===== src/rtl/cache_pkg.sv =====
// Shared constants and state encoding for the cache line write-merge buffer.
package cache_pkg;
  localparam int LINE_BYTES = 32;
  localparam int OFFSET_W   = 5;
  localparam int LADDR_W    = 27;

  typedef enum logic [1:0] {
    ST_IDLE  = 2'd0,
    ST_MERGE = 2'd1,
    ST_DRAIN = 2'd2
  } wr_state_e;
endpackage


===== src/rtl/offset_decoder.sv =====
// Byte offset to one-hot byte-enable decoder (combinational).
module offset_decoder
  import cache_pkg::*;
#(
  parameter int NBYTES = LINE_BYTES
) (
  input  logic [OFFSET_W-1:0] offset,
  output logic [NBYTES-1:0]   be
);
  for (genvar g = 0; g < NBYTES; g++) begin : g_be
    assign be[g] = (offset == OFFSET_W'(g));
  end
endmodule


===== src/rtl/cache_line_writer.sv =====
// Merges byte stores to one cache line and offers the full/flushed line downstream.
module cache_line_writer
  import cache_pkg::*;
#(
  parameter int LINE_BYTES = cache_pkg::LINE_BYTES,
  parameter int LADDR_W    = cache_pkg::LADDR_W
) (
  input  logic                    clk,
  input  logic                    rst_n,
  input  logic                    wr_valid,
  output logic                    wr_ready,
  input  logic [LADDR_W-1:0]      wr_line_addr,
  input  logic [OFFSET_W-1:0]     wr_offset,
  input  logic [7:0]              wr_byte,
  input  logic                    flush,
  output logic                    line_valid,
  input  logic                    line_ready,
  output logic [LADDR_W-1:0]      line_addr,
  output logic [LINE_BYTES*8-1:0] line_data,
  output logic [LINE_BYTES-1:0]   line_mask,
  output logic                    empty
);
  wr_state_e                         state;
  logic [LADDR_W-1:0]                addr_q;
  logic [LINE_BYTES-1:0]             mask_q, mask_nxt, be;
  logic [LINE_BYTES-1:0][7:0]        data_q, data_nxt;
  logic                              addr_hit, wr_fire;

  offset_decoder #(.NBYTES(LINE_BYTES)) u_dec (
    .offset (wr_offset),
    .be     (be)
  );

  assign addr_hit = (wr_line_addr == addr_q);
  assign wr_ready = (state == ST_IDLE) || (state == ST_MERGE && addr_hit);
  assign wr_fire  = wr_valid && wr_ready;

  // Buffer is zero while IDLE, so the same merge works for the first store.
  always_comb begin
    mask_nxt = mask_q | (wr_fire ? be : '0);
    data_nxt = data_q;
    for (int k = 0; k < LINE_BYTES; k++)
      if (wr_fire && be[k]) data_nxt[k] = wr_byte;
  end

  always_ff @(posedge clk or negedge rst_n) begin
    if (!rst_n) begin
      state  <= ST_IDLE;
      addr_q <= '0;
      mask_q <= '0;
      data_q <= '0;
    end else begin
      case (state)
        ST_IDLE: if (wr_fire) begin
          addr_q <= wr_line_addr;
          mask_q <= mask_nxt;
          data_q <= data_nxt;
          state  <= ST_MERGE;
        end
        ST_MERGE: begin
          mask_q <= mask_nxt;
          data_q <= data_nxt;
          // A mismatching store is held off; it is accepted after the drain.
          if ((&mask_nxt) || flush || (wr_valid && !addr_hit))
            state <= ST_DRAIN;
        end
        ST_DRAIN: if (line_ready) begin
          mask_q <= '0;
          data_q <= '0;
          state  <= ST_IDLE;
        end
        default: state <= ST_IDLE;
      endcase
    end
  end

  assign line_valid = (state == ST_DRAIN);
  assign empty      = (state == ST_IDLE);
  assign line_addr  = addr_q;
  assign line_data  = data_q;
  assign line_mask  = mask_q;
endmodule


===== config.mk =====
export PLATFORM = sky130hd
export DESIGN_NAME = cache_line_writer
export DESIGN_NICKNAME = d
export VERILOG_FILES = /design/src/rtl/cache_pkg.sv /design/src/rtl/offset_decoder.sv /design/src/rtl/cache_line_writer.sv
export SDC_FILE = /design/constraint.sdc
export NUM_CORES = 1
export LEC_CHECK = 0
export CORE_AREA = 2 2 178 180
export CTS_CLUSTER_DIAMETER = 30
export DETAILED_ROUTE_END_ITERATION = 10
export DIE_AREA = 0 0 180 182
export GPL_ROUTABILITY_DRIVEN = 1
export PLACE_DENSITY_LB_ADDON = 0.1
export SYNTH_ARGS = -nofsm -noshare
export SYNTH_HDL_FRONTEND = slang
export SYNTH_SLANG_ARGS = --single-unit

===== constraint.sdc =====
create_clock -name clk -period 3 [get_ports clk]
set_input_delay 0.6 -clock clk [delete_from_list [all_inputs] [get_ports clk]]
set_output_delay 0.6 -clock clk [all_outputs]
set_load 0.005 [all_outputs]

==> impl_metrics.csv, run 1 <==
group,metric,value,unit
status,status,"finished with violations",
status,violations,"setup timing",
flow_run,drv_cap,0,
power,powerDensity,1240,nW/um2
layout,final_area,21600,um2
die,io_pins,363,
setup_path,crit_path_top_delay_cell,"or4_4",
power,p_leak,0.00933,uW
setup_path,path_max_fanout,4,
placed_design,gp_routability_congestion,0.904,
yosys,ys_seq_elements,317,
setup_path,start_kind,"input port",
global_routing,grt_overflow_total,0,
yosys,yosys-top-cells-area,"dfrtp_1, mux2_2, nor2_1",
die,start_util,42.3,%
yosys,syn_nets,977,
yosys,synthCells,932,
layout,diodes,0,
yosys,synth_cell_types,52,
clock_network,cts_tree,"done",
yosys,synth_area,13100,um2
setup_path,critical_path_class,"input port to flop",
setup_path,critPathTopFamily,"simple AND/OR/NAND/NOR gates",
sta,fin_crit,3090,ps
setup_path,path_cells,"clkdlybuf4s50_1 -> xor2_1 -> nor4_2 -> nand4_1 -> buf_4 -> or4_4 -> buf_6 -> a211oi_4 -> o21ai_1 -> nor4_2 -> nand4_1 -> buf_4 -> a21oi_2",
detailed_routing,postRouteWirelength,39900,um
sta,fmax,323,MHz
power,ir_worst_vdd,0.000813,V
setup_path,cp.required,3500,ps
sta,fin_worst_skew,23.7,ps
die,chipWidth,180,um
power,power_frac_clock,31.7,%
yosys,seq_area_frac_synth,60.6,%
yosys,synth-edff-count,0,
global_routing,grt_pass1_wl,60100,um
power,internal_power,19000,uW
layout,layout_common_cells,"clkdlybuf4s50_1, dfrtp_1, mux2_2, mux2_4, clkbuf_16",
clock_network,cts_sinks,317,
layout,final_util,69.7,%
sta,final-hold-violation-count,0,
power,sw_frac_of_total,29.0,%
yosys,synth_warnings,0,
die,die_y,182,um
yosys,synth_ff_type,"dfrtp_1",
setup_path,cp-end-kind,"flop",
detailed_routing,postRouteAntennaNets,0,
yosys,syn_area_per_cell,14.1,um2
setup_path,crit_arrival,3590,ps
clock_network,clockBufferDepth,3,
global_routing,grt_max_degree,84,
power,share_comb_of_total_power,40.0,%
die,core_area,31000,um2
yosys,yosys.area.top_type_share,60.6,%
detailed_routing,top_layer,"met4",
setup_path,cp_num_buf_inv,4,
sta,rsz0062_at_grt,"true",
detailed_routing,avgViaCountPerCell,5.08,
die,row_count,65,
clock_network,cts_made_buffers,76,
sta,setup_tns,-1540,ps
global_routing,antenna_found_initial,0,
power,seqPwrFrac,28.3,%
global_routing,grt_use_total,23.7,%
layout,syn_to_final_growth,64.9,%
layout,drive_gt1_share,40.9,%
min_path,min_path_type,"input port to flop",
detailed_routing,wirelength_met1,16700,um
detailed_routing,dr_total_vias,9552,
detailed_routing,wire_per_inst,21.2,um
clock_network,cts_root_buf,"clkbuf_16",
sta,slew_headroom,42.2,%
setup_path,cp_slowest_stage_delay,470,ps
detailed_routing,dr.pass1.iters,4,
placed_design,io_buffers,362,
clock_network,h-tree-depth,3,
yosys,yosysTopAreaCell,"dfrtp_1",
clock_network,insertion_delay,570,ps
placed_design,dp.final_hpwl,25800,um
sta,fin_crit_sh,103,%
detailed_routing,first_iter_violations,462,
layout,fin_nets,1461,
die,dieArea,32800,um2
detailed_routing,wl_met2,19200,um
power,p_switching,7750,uW
sta,worstMarginPinSlew,867,ps
global_routing,grt_pass1_vias,10100,
detailed_routing,drc,0,
detailed_routing,wl_met3,3130,um
clock_network,clk_pin_slew,40,ps
sta,fin_ws,-94.7,ps
yosys,synthArstFlopShare,100,%
sta,slew_violations,0,
sta,finalSetupViolations,47,
placed_design,dp_slack,-788,ps
power,finalPower,26700,uW
placed_design,dpl_cell_area,17900,um2
layout,final_common_cell,"clkdlybuf4s50_1",
-- synthesized netlist by cell type (all sizes together) (2+ instances only) --
cell / instances
a2111oi: 2
a211oi: 2
a21oi: 29
a22o: 2
a22oi: 3
a31oi: 3
a41oi: 2
and2: 12
and2b: 4
buf: 11
clkbuf: 42
dfrtp: 317
inv: 9
mux2: 283
mux2i: 10
nand2: 27
nand2b: 9
nand3: 6
nand4: 4
nor2: 69
nor2b: 3
nor3: 7
nor4: 8
o21a: 11
o21ai: 18
xnor2: 3
xor2: 24
-- power groups by stage --
stage / clock network (uW) / logic [uW] / registers (uW)
2_1_floorplan: 0 / 3700 / 7600
3_5_place_dp: 0 / 9840 / 7560
6_report: 8470 / 10700 / 7580
5_1_grt: 8870 / 11300 / 7830
4_1_cts: 8610 / 10000 / 7540
3_3_place_gp: 0 / 9740 / 7490
-- cells by family after synthesis --
family / count (synthesis) / share of synthesized area (%)
AO/OA/AOI/OAI: 80 / 4.69
XOR/XNOR: 27 / 1.81
buffers and inverters: 62 / 2.28
flip-flops: 317 / 60.6
multiplexers: 293 / 25.1
AND/OR/NAND/NOR: 153 / 5.55
-- flip-flops by register name, indices dropped and copies added (netlist names) --
name,flops
line_data,256
line_mask,32
line_addr,27
state,2
-- what timing repair did --
item                                   CTS  global route
buffers inserted                         3            10
endpoints found under the hold margin   39             0
setup endpoints to repair              259           260
pin swaps                               16            30
hold buffers                             1             0
gates resized for setup                 53           173
-- metal layers --
layer | GRT usage [%] | vias to the layer above
li1 | - | 4261
met1 | 29.8 | 4890
met2 | 38.4 | 345
met3 | 7.72 | 56
met4 | 9.01 | 0
met5 | 0 | -
-- area by class of cell --
type / count / area, um2
Inverter: 9 / 33.8
Clock inverter: 44 / 591
Clock buffer: 95 / 2110
Sequential cell: 317 / 7930
Fill cell: 2184 / 9390
Tap cell: 402 / 503
Timing Repair Buffer: 459 / 4670
Multi-Input combinational cell: 553 / 5750
-- worst paths after layout --
kind	start	end	slack, ps	depth (start not counted)
max reg2reg	line_addr[4]	state[1]	-90	13
min reg2reg	line_data[196]	line_data[196]	500	1
min in group asynchronous	rst_n	line_addr[4]	520	2
min	wr_line_addr[4]	line_addr[4]	330	2
max	wr_line_addr[13]	state[1]	-90	13
max in group asynchronous	rst_n	line_data[29]	1660	3
-- per-stage QoR --
stage                     cells  hold slack, ps
after detailed placement   1726             492
after CTS                  1869             414
after floorplan             932             304
after global placement     1726             486
final                      1879             330
after global routing       1879             340
No activity file was read; power rests on OpenSTA's default activity.
==> run 2, diff against run 1 <==
--- a/config.mk
+++ b/config.mk
@@ -10,6 +10,7 @@
 export DETAILED_ROUTE_END_ITERATION = 10
 export DIE_AREA = 0 0 180 182
 export GPL_ROUTABILITY_DRIVEN = 1
+export HOLD_SLACK_MARGIN = 0.06
 export PLACE_DENSITY_LB_ADDON = 0.1
 export SYNTH_ARGS = -nofsm -noshare
 export SYNTH_HDL_FRONTEND = slang
==> results of run 2 <==
No change in the layout: final DEF, timing and power equal those of run 1.
